`config.mk`:
```
export PLATFORM = sky130hd
export DESIGN_NAME = mac_fp52_sched
export DESIGN_NICKNAME = d
export VERILOG_FILES = /design/src/rtl/mac_fp52_pkg.sv /design/src/rtl/mac_fp52_res_fifo.sv /design/src/rtl/mac_fp52_sched.sv
export SDC_FILE = /design/constraint.sdc
export NUM_CORES = 1
export LEC_CHECK = 0
export CAP_MARGIN = 5
export CORE_AREA = 2 2 165 118
export DETAILED_ROUTE_END_ITERATION = 12
export DIE_AREA = 0 0 167 120
export GPL_TIMING_DRIVEN = 0
export PLACE_DENSITY = 0.73
export SLEW_MARGIN = 20
export SYNTH_ARGS = -nofsm -noshare
export SYNTH_HDL_FRONTEND = slang
export SYNTH_SLANG_ARGS = --single-unit
```
`constraint.sdc`:
```
create_clock -name clk -period 6.5 [get_ports clk]
set_input_delay 1.3 -clock clk [delete_from_list [all_inputs] [get_ports clk]]
set_output_delay 1.3 -clock clk [all_outputs]
set_load 0.01 [all_outputs]
```
`src/rtl/mac_fp52_pkg.sv`:
```
// Shared operand/result definitions for the fp52 multiply-accumulate scheduler.
// Latency: none (types and constants only).
// Backpressure: none.
package mac_fp52_pkg;

  localparam int OP_W  = 10;
  localparam int RES_W = 18;

  // Bit positions inside one 10-bit operand.
  localparam int OP_SIGN   = 9;
  localparam int OP_DENORM = 8;
  localparam int OP_EXP_HI = 7;
  localparam int OP_EXP_LO = 5;
  localparam int OP_MAN_HI = 4;
  localparam int OP_MAN_LO = 0;

  typedef struct packed {
    logic       sign;
    logic       denorm;
    logic [2:0] exp;
    logic [4:0] man;
  } op_t;

  // One requester slice is {op_c, op_b, op_a}.
  typedef struct packed {
    op_t c;
    op_t b;
    op_t a;
  } triple_t;

  localparam int TRIPLE_W = 3 * OP_W;

endpackage

```
`src/rtl/mac_fp52_res_fifo.sv`:
```
// Circular result FIFO with show-ahead head output and occupancy count.
// Latency: a push is visible on head/valid the cycle after it is written.
// Backpressure: none internally; the caller's credit scheme keeps it from overflowing.
module mac_fp52_res_fifo #(
  parameter int DEPTH = 4,
  parameter int W     = 20
) (
  input  logic                   clk,
  input  logic                   rst,
  input  logic                   push,
  input  logic [W-1:0]           push_data,
  input  logic                   pop,
  output logic                   valid,
  output logic [W-1:0]           head,
  output logic [$clog2(DEPTH):0] count
);

  localparam int AW = $clog2(DEPTH);

  logic [AW-1:0] wr_ptr;
  logic [AW-1:0] rd_ptr;
  logic [W-1:0]  mem [DEPTH];
  logic          do_pop;

  // A pop on an empty FIFO is ignored so the count can never underflow.
  assign do_pop = pop && (count != '0);

  // Pointers wrap naturally because DEPTH is a power of two.
  always_ff @(posedge clk) begin
    if (rst) begin
      wr_ptr <= '0;
      rd_ptr <= '0;
      count  <= '0;
    end else begin
      if (push)   wr_ptr <= wr_ptr + 1'b1;
      if (do_pop) rd_ptr <= rd_ptr + 1'b1;
      if (push && !do_pop)      count <= count + 1'b1;
      else if (!push && do_pop) count <= count - 1'b1;
    end
  end

  // Storage needs no reset: entries are only read while counted as valid.
  always_ff @(posedge clk) begin
    if (push) mem[wr_ptr] <= push_data;
  end

  assign valid = (count != '0);
  // Head is forced to zero when empty so stale entries never show.
  assign head  = valid ? mem[rd_ptr] : '0;

endmodule

```
`src/rtl/mac_fp52_sched.sv`:
```
// Round-robin sharing of one mul_fp52 MAC pipeline between NUM_REQ requesters.
// Latency: handshake cycle t -> dp_op at t+1 -> capture at t+1+PIPE_LAT -> res_valid at t+2+PIPE_LAT.
// Backpressure: issue is credit-gated on FIFO + in-flight occupancy, so results are never dropped.
module mac_fp52_sched
  import mac_fp52_pkg::*;
#(
  parameter int NUM_REQ   = 4,
  parameter int PIPE_LAT  = 3,
  parameter int RES_DEPTH = 4
) (
  input  logic                         clk,
  input  logic                         rst,
  input  logic [NUM_REQ-1:0]           req_valid,
  output logic [NUM_REQ-1:0]           req_ready,
  input  logic [NUM_REQ*TRIPLE_W-1:0]  req_op,
  output logic [OP_W-1:0]              dp_op_a,
  output logic [OP_W-1:0]              dp_op_b,
  output logic [OP_W-1:0]              dp_op_c,
  input  logic [RES_W-1:0]             dp_res,
  output logic                         res_valid,
  input  logic                         res_ready,
  output logic [RES_W-1:0]             res_data,
  output logic [$clog2(NUM_REQ)-1:0]   res_id,
  output logic                         busy
);

  localparam int IDW = $clog2(NUM_REQ);
  localparam int CW  = $clog2(RES_DEPTH) + 1;

  logic [IDW-1:0]       rr_ptr;
  logic [CW-1:0]        inflight_count;
  logic [CW-1:0]        fifo_count;
  logic [CW:0]          credit_used;
  logic                 can_issue;
  logic [NUM_REQ-1:0]   grant;
  logic [IDW-1:0]       grant_id;
  logic                 grant_any;
  triple_t              grant_op;
  triple_t              issue_op;
  logic                 issue_vld;
  logic [IDW-1:0]       issue_id;
  logic [PIPE_LAT-1:0]  tag_vld;
  logic [IDW-1:0]       tag_id [PIPE_LAT];
  logic                 capture;
  logic [IDW+RES_W-1:0] head;

  // Every issued triple holds one FIFO slot from issue until it is popped.
  // A pop frees its slot only once the registered count has dropped.
  assign credit_used = {1'b0, fifo_count} + {1'b0, inflight_count};
  assign can_issue   = credit_used < (CW+1)'(RES_DEPTH);

  // Round-robin search beginning just after the previous winner.
  always_comb begin
    logic [IDW-1:0] idx;
    idx       = '0;
    grant     = '0;
    grant_id  = '0;
    grant_any = 1'b0;
    if (can_issue) begin
      for (int k = 1; k <= NUM_REQ; k++) begin
        idx = IDW'((int'(rr_ptr) + k) % NUM_REQ);
        if (!grant_any && req_valid[idx]) begin
          grant_any   = 1'b1;
          grant[idx]  = 1'b1;
          grant_id    = idx;
        end
      end
    end
  end

  assign req_ready = grant;
  assign grant_op  = triple_t'(req_op[int'(grant_id)*TRIPLE_W +: TRIPLE_W]);

  // Issue register: winner's triple goes to the datapath, otherwise a zero bubble.
  always_ff @(posedge clk) begin
    if (rst) begin
      issue_op  <= '0;
      issue_vld <= 1'b0;
      issue_id  <= '0;
    end else begin
      issue_vld <= grant_any;
      issue_id  <= grant_any ? grant_id : '0;
      issue_op  <= grant_any ? grant_op : '0;
    end
  end

  assign dp_op_a = issue_op.a;
  assign dp_op_b = issue_op.b;
  assign dp_op_c = issue_op.c;

  // Tag pipe follows each triple so the last stage lines up with its dp_res.
  always_ff @(posedge clk) begin
    if (rst) begin
      tag_vld <= '0;
      for (int k = 0; k < PIPE_LAT; k++) tag_id[k] <= '0;
    end else begin
      tag_vld[0] <= issue_vld;
      tag_id[0]  <= issue_id;
      for (int k = 1; k < PIPE_LAT; k++) begin
        tag_vld[k] <= tag_vld[k-1];
        tag_id[k]  <= tag_id[k-1];
      end
    end
  end

  assign capture = tag_vld[PIPE_LAT-1];

  // Remember the last winner; reset points at the top so requester 0 goes first.
  always_ff @(posedge clk) begin
    if (rst)            rr_ptr <= IDW'(NUM_REQ - 1);
    else if (grant_any) rr_ptr <= grant_id;
  end

  // Triples between handshake and capture; issue and capture together cancel.
  always_ff @(posedge clk) begin
    if (rst)                          inflight_count <= '0;
    else if (grant_any && !capture)   inflight_count <= inflight_count + 1'b1;
    else if (!grant_any && capture)   inflight_count <= inflight_count - 1'b1;
  end

  mac_fp52_res_fifo #(
    .DEPTH (RES_DEPTH),
    .W     (IDW + RES_W)
  ) u_res_fifo (
    .clk       (clk),
    .rst       (rst),
    .push      (capture),
    .push_data ({tag_id[PIPE_LAT-1], dp_res}),
    .pop       (res_ready),
    .valid     (res_valid),
    .head      (head),
    .count     (fifo_count)
  );

  assign res_id   = head[RES_W +: IDW];
  assign res_data = head[RES_W-1:0];
  assign busy     = issue_vld | (|tag_vld) | (fifo_count != '0);

  a_fifo_bound: assert property (@(posedge clk) disable iff (rst)
    fifo_count <= CW'(RES_DEPTH));
  a_credit_bound: assert property (@(posedge clk) disable iff (rst)
    credit_used <= (CW+1)'(RES_DEPTH));

endmodule

```
==> results of run 1 <==
## metal layers
layer | vias to the layer above | global-route usage [%]
met5 | - | 0
met4 | 0 | 7.81
met3 | 18 | 5.71
met2 | 196 | 31.7
met1 | 2434 | 20.4
li1 | 2268 | -
## cell families (layout without fill, tap and decap cells)
logic type / Yosys count / in the layout / synth area share, %
XOR/XNOR: 7 / 7 / 0.962
multiplexers: 62 / 62 / 14.3
adder cells (fa/ha/maj): 18 / 18 / 3.77
AO/OA/AOI/OAI: 91 / 91 / 12.0
AND/OR/NAND/NOR: 111 / 111 / 9.95
buffers and inverters: 50 / 280 / 3.73
other: 0 / 4 / 0
flip-flops: 136 / 136 / 55.3
## synth_stat cells, types with 3 or more instances
master / number / share of area, %
edfxtp_1: 80 / 38
dfxtp_1: 56 / 18
mux2i_1: 38 / 6.0
nor2b_1: 37 / 3.6
a211oi_1: 30 / 3.5
clkbuf_1: 26 / 1.5
and2_1: 25 / 2.5
mux4_2: 23 / 8.1
nor2_1: 21 / 1.2
a2111oi_1: 20 / 3.1
ha_1: 16 / 3.1
inv_1: 11 / 0.65
a2111oi_0: 10 / 1.4
buf_2: 7 / 0.55
a21oi_1: 6 / 0.47
xor2_1: 6 / 0.82
buf_6: 5 / 0.88
nand2_1: 5 / 0.29
a221oi_1: 4 / 0.55
a22oi_1: 4 / 0.47
and2b_1: 4 / 0.47
or3_1: 4 / 0.39
a211o_1: 3 / 0.41
nand3_1: 3 / 0.24
nor3_1: 3 / 0.24
o21ai_0: 3 / 0.24
## report_power, final
part | internal (W) | switching [W] | total [W]
Clock | 0.000590 | 0.000418 | 0.00101
Sequential | 0.00103 | 0.0000608 | 0.00109
Combinational | 0.00106 | 0.00119 | 0.00225
Total | 0.00268 | 0.00167 | 0.00435
## final cells by class
| class | instances | share of cell area (%) |
|---|---|---|
| Clock inverter | 15 | 2.14 |
| Inverter | 11 | 0.444 |
| Clock buffer | 17 | 4.58 |
| Buffer | 39 | 2.11 |
| Multi-Input combinational cell | 289 | 28.1 |
| Sequential cell | 136 | 37.9 |
| Timing Repair Buffer | 198 | 21.3 |
| Antenna cell | 4 | 0.108 |
| Tap cell | 242 | 3.26 |
## worst paths after layout
kind                              startpoint                end  slack [ns]  depth (start not counted)
worst min register to register  tag_id[0][1]       tag_id[0][3]        0.44                          1
worst max register to register     rr_ptr[0]  inflight_count[2]        2.11                         16
worst min-delay path            tag_id[0][1]       tag_id[0][3]        0.44                          1
worst max-delay path               rr_ptr[0]       req_ready[1]        1.22                         12
## flip-flops by register name, summed over array words and instances, names as in the netlist, named ones only
| name | count |
|---|---|
| u_res_fifo.mem | 80 |
| issue_id | 2 |
| dp_op_c | 10 |
| inflight_count | 3 |
| u_res_fifo.count | 3 |
| dp_op_b | 10 |
| tag_id | 6 |
| issue_vld | 1 |
| u_res_fifo.wr_ptr | 2 |
| dp_op_a | 10 |
| rr_ptr | 2 |
| tag_vld | 3 |
| u_res_fifo.rd_ptr | 2 |
## metrics by stage
step	instances	worst slack, ns	utilization [%]	hold WS [ns]	instance area (µm²)
2_1_floorplan	475	2.50	-	0.414	6370
3_3_place_gp	915	1.45	46.7	0.430	8660
3_5_place_dp	915	1.33	46.7	0.433	8660
4_1_cts	947	1.25	50.0	0.447	9280
5_1_grt	951	0.978	50.1	0.452	9300
6_report	951	1.22	50.1	0.441	9300
## placed cells by master (no fill, tap or decap), types with 3 or more instances in the layout
cell type / n
or3_1: 4
a22oi_1: 4
o21ai_0: 3
a211oi_1: 30
mux2i_1: 38
inv_1: 11
a2111oi_1: 20
buf_6: 5
inv_8: 4
dfxtp_1: 56
nand2_1: 5
edfxtp_1: 80
clkbuf_16: 17
a211o_1: 3
and2_1: 22
nor2b_1: 37
nor2_1: 21
mux4_2: 23
a221oi_1: 4
diode_2: 4
a21oi_1: 6
nor3_1: 3
clkdlybuf4s50_1: 198
buf_2: 7
nand3_1: 3
inv_6: 6
clkbuf_1: 26
and2_2: 3
and2b_1: 4
ha_1: 16
xor2_1: 6
a2111oi_0: 10
==> impl_metrics.json, run 1 <==
{
  "path_clk_slew_ns": 0.07,
  "yosysWarnings": 0,
  "clock_path_buffers": 2,
  "cp.required_ns": 5.20,
  "area_growth_pct": 45.9,
  "cts_hold_buf": 0,
  "ant_nets": 0,
  "tritoncts": "built",
  "die_area_mm2": 0.0200,
  "placementRows": 42,
  "drt_drc_violations_left": 0,
  "grt_antenna_before_repair": 4,
  "root_buffer": "clkbuf_16",
  "ir_drop_v": 0.000289,
  "max_stage_delay_ns": 0.49,
  "final_layout_size_suffix_gt1_share_pct": 10.6,
  "grt_max_degree": 21,
  "htree_levels": 4,
  "path_cells": "buf_6 -> buf_2 -> inv_1 -> ha_1 -> clkbuf_1 -> mux2i_1 -> mux2i_1 -> clkbuf_1 -> nor2_1 -> a221oi_1 -> nor2_1 -> clkdlybuf4s50_1",
  "timing.hold.worst.class": "flop to flop",
  "totalWireLength_um": 18000,
  "setup_viol": 0,
  "rsz0062_at_grt": "false",
  "maxSlewViolCount": 0,
  "ioPinCount": 201,
  "synth_fp_nets": 638,
  "fill_cells": 1613,
  "maxUsedRoutingLayer": "met4",
  "post-route-period-util_pct": 81.2,
  "wl_met3_um": 1380,
  "status": "finished, final reports clean",
  "arrival_ns": 3.98,
  "leakagePower_nw": 3.28,
  "hpwl_um": 13400,
  "syn_avg_cell_area_um2": 13.4,
  "cts_resized": 0,
  "grt_first_pass_wirelength_um": 27700,
  "num-nets-final": 855,
  "post_drt_wl_per_cell_um": 18.9,
  "wl_met2_um": 9230,
  "syn_inst": 475,
  "regArea_mm2": 0.00352,
  "ys_ff_latch": 136,
  "globalplace.congestion": 0.836,
  "yosys.cell_types.count": 46,
  "power.total_w": 0.00435,
  "grt_pass1_vias": 5108,
  "criticalPathCategory": "flop to output pin",
  "async_flop_share_pct": 0,
  "multi_input_area_mm2": 0.00262,
  "synth_edf_count": 80,
  "grt_usage_pct": 18.1,
  "netlist_area_mm2": 0.00637,
  "slowest_stage": "clkdlybuf4s50_1",
  "portBuffers": 198,
  "clock-sinks": 136,
  "drtIter0Drc": 220,
  "vias": 4916,
  "pwr_density_cell_mw_per_mm2": 468,
  "worst_pin_slew_ns": 1.06,
  "critPathTopFamily": "buffers and inverters",
  "die_w_um": 167,
  "setup_tns_ns": 0,
  "core_mm2": 0.0186,
  "maxCapViolations": 0,
  "yosysSeqAreaShare_pct": 55.3,
  "overflow": 0,
  "dieHeight_um": 120,
  "end_kind": "output pin",
  "via_per_inst": 5.17,
  "fmaxAchievable_mhz": 189,
  "start_kind": "flop",
  "path_buf_inv": 6,
  "cts_buffers": 17,
  "post-cts-setup-buffers": 0,
  "relSlewSlack_pct": 29.3,
  "firstDrtPassIters": 6,
  "start_util_pct": 34.4,
  "insertion_delay_ns": 0.42,
  "skew_ns": 0.0104,
  "period_needed_ns": 5.28,
  "drt-met1-wl_um": 7090,
  "hold_violations": 0,
  "synthFlopType": "edfxtp_1",
  "cp_max_fo": 10
}
Power figures use the tool's default switching activity.
==> inputs of run 2 (changes only) <==
- PLACE_DENSITY: 0.73 -> 0.75
- clock period: 6.5 -> 4.4 ns (I/O delays scaled with it)
==> run 2 against run 1 <==
Net effect:
- first-iteration DRC count decreased by 6.8%
- clock power increased by 34%
- largest power group unchanged
- global-route usage decreased by 0.36 points
- final area decreased by 0.70%
- clock skew decreased by 0.0013 ns
==> impl_metrics.json, run 2 (same netlist as run 1, synthesis figures left out) <==
{
  "area_growth_pct": 44.8,
  "tritoncts": "built",
  "via_per_inst": 4.96,
  "rsz0062_at_grt": "false",
  "criticalPathCategory": "flop to output pin",
  "insertion_delay_ns": 0.42,
  "vias": 4699,
  "hpwl_um": 12900,
  "period_needed_ns": 4.20,
  "grt_pass1_vias": 5012,
  "cts_buffers": 17,
  "ant_nets": 0,
  "worst_pin_slew_ns": 1.03,
  "maxCapViolations": 0,
  "skew_ns": 0.00913,
  "pwr_density_cell_mw_per_mm2": 679,
  "clock-sinks": 136,
  "cp.required_ns": 3.52,
  "ir_drop_v": 0.000392,
  "post_drt_wl_per_cell_um": 18.3,
  "post-route-period-util_pct": 95.6,
  "end_kind": "output pin",
  "dieHeight_um": 120,
  "diodes": 0,
  "fmaxAchievable_mhz": 238,
  "drt_drc_violations_left": 0,
  "placementRows": 42,
  "drtIter0Drc": 205,
  "overflow": 0,
  "final_layout_size_suffix_gt1_share_pct": 11.1,
  "path_clk_slew_ns": 0.06,
  "relSlewSlack_pct": 31.4,
  "arrival_ns": 3.32,
  "maxSlewViolCount": 0,
  "fill_cells": 1656,
  "setup_viol": 0,
  "globalplace.congestion": 0.841,
  "power.total_w": 0.00627,
  "die_w_um": 167,
  "grt_max_degree": 21,
  "htree_levels": 4,
  "status": "finished, final reports clean",
  "core_mm2": 0.0186,
  "clock_path_buffers": 2,
  "grt_antenna_before_repair": 1,
  "grt_first_pass_wirelength_um": 27000,
  "ioPinCount": 201,
  "timing.hold.worst.class": "flop to flop",
  "grt_usage_pct": 17.8,
  "portBuffers": 198,
  "setup_tns_ns": 0,
  "totalWireLength_um": 17300,
  "start_kind": "flop",
  "leakagePower_nw": 3.25,
  "cp_max_fo": 14,
  "largest_reg_flops": 80,
  "hold_violations": 0,
  "die_area_mm2": 0.0200,
  "regMostFlops": "u_res_fifo.mem",
  "num-nets-final": 855,
  "firstDrtPassIters": 5,
  "final_common_cell": "clkdlybuf4s50_1",
  "root_buffer": "clkbuf_16",
  "final_cell_mix": "198 x clkdlybuf4s50_1, 80 x edfxtp_1, 56 x dfxtp_1, 38 x mux2i_1, 36 x nor2b_1",
  "start_util_pct": 34.4
}
[run 2: final cells by class]
class | count | area, µm² | area share [%]
inverters | 11 | 45.0 | 0.488
plain buffers | 38 | 195 | 2.11
multi-input cells | 289 | 2620 | 28.3
well taps | 242 | 303 | 3.28
repair buffers | 199 | 1990 | 21.6
clock inverters | 15 | 133 | 1.44
flip-flops and latches | 136 | 3520 | 38.2
clock buffers | 17 | 425 | 4.61
[run 2: power breakdown]
part           internal, W  leakage, nW  switching, W
Clock             0.000746        0.272      0.000604
Sequential         0.00152         1.18     0.0000908
Combinational      0.00157         1.80       0.00173
Total              0.00384         3.25       0.00242
[run 2: final timing paths]
path	endpoint	cells after the start	slack, ns	startpoint
min reg2reg	tag_id[0][3]	1	0.44	tag_id[0][1]
max reg2reg	inflight_count[2]	15	0.53	rr_ptr[0]
max	req_ready[0]	10	0.20	rr_ptr[0]
min	tag_id[0][3]	1	0.44	tag_id[0][1]
[run 2: metrics by stage]
| stage | hold WS [ns] | util [%] | instances | setup WS, ns | instance area (µm²) |
|---|---|---|---|---|---|
| after floorplan | 0.414 | - | 475 | 0.717 | 6370 |
| after global placement | 0.429 | 46.7 | 915 | 0.140 | 8660 |
| after detailed placement | 0.432 | 46.7 | 915 | 0.0131 | 8660 |
| after CTS | 0.446 | 49.7 | 947 | 0.110 | 9220 |
| after global routing | 0.465 | 49.8 | 947 | 0.00450 | 9230 |
| final | 0.439 | 49.8 | 947 | 0.196 | 9230 |
[run 2: worst max-delay path: stages (launching register included)]
cell	delay, ns
dfxtp_1	0.44
buf_6	0.23
clkinvlp_4	0.12
ha_1	0.30
clkbuf_2	0.25
mux2i_1	0.29
mux2i_1	0.14
clkbuf_2	0.21
a221oi_1	0.35
nor2_1	0.07
clkdlybuf4s50_1	0.49
[run 2: routing by layer]
layer  global-route usage (%)  wire length [µm]  vias to the layer above
li1                         -                 -                     2262
met1                     21.1              7250                     2237
met2                     29.8              8290                      180
met3                     6.73              1510                       18
met4                     5.77               247                        2
met5                        0                11                        -
[run 2: timing repair]
action | in CTS | in global routing
setup endpoints to repair | 5 | 4
gates resized for setup | 3 | 3
cloned | 0 | 0
buffers inserted | 1 | 0
hold buffers | 0 | 0
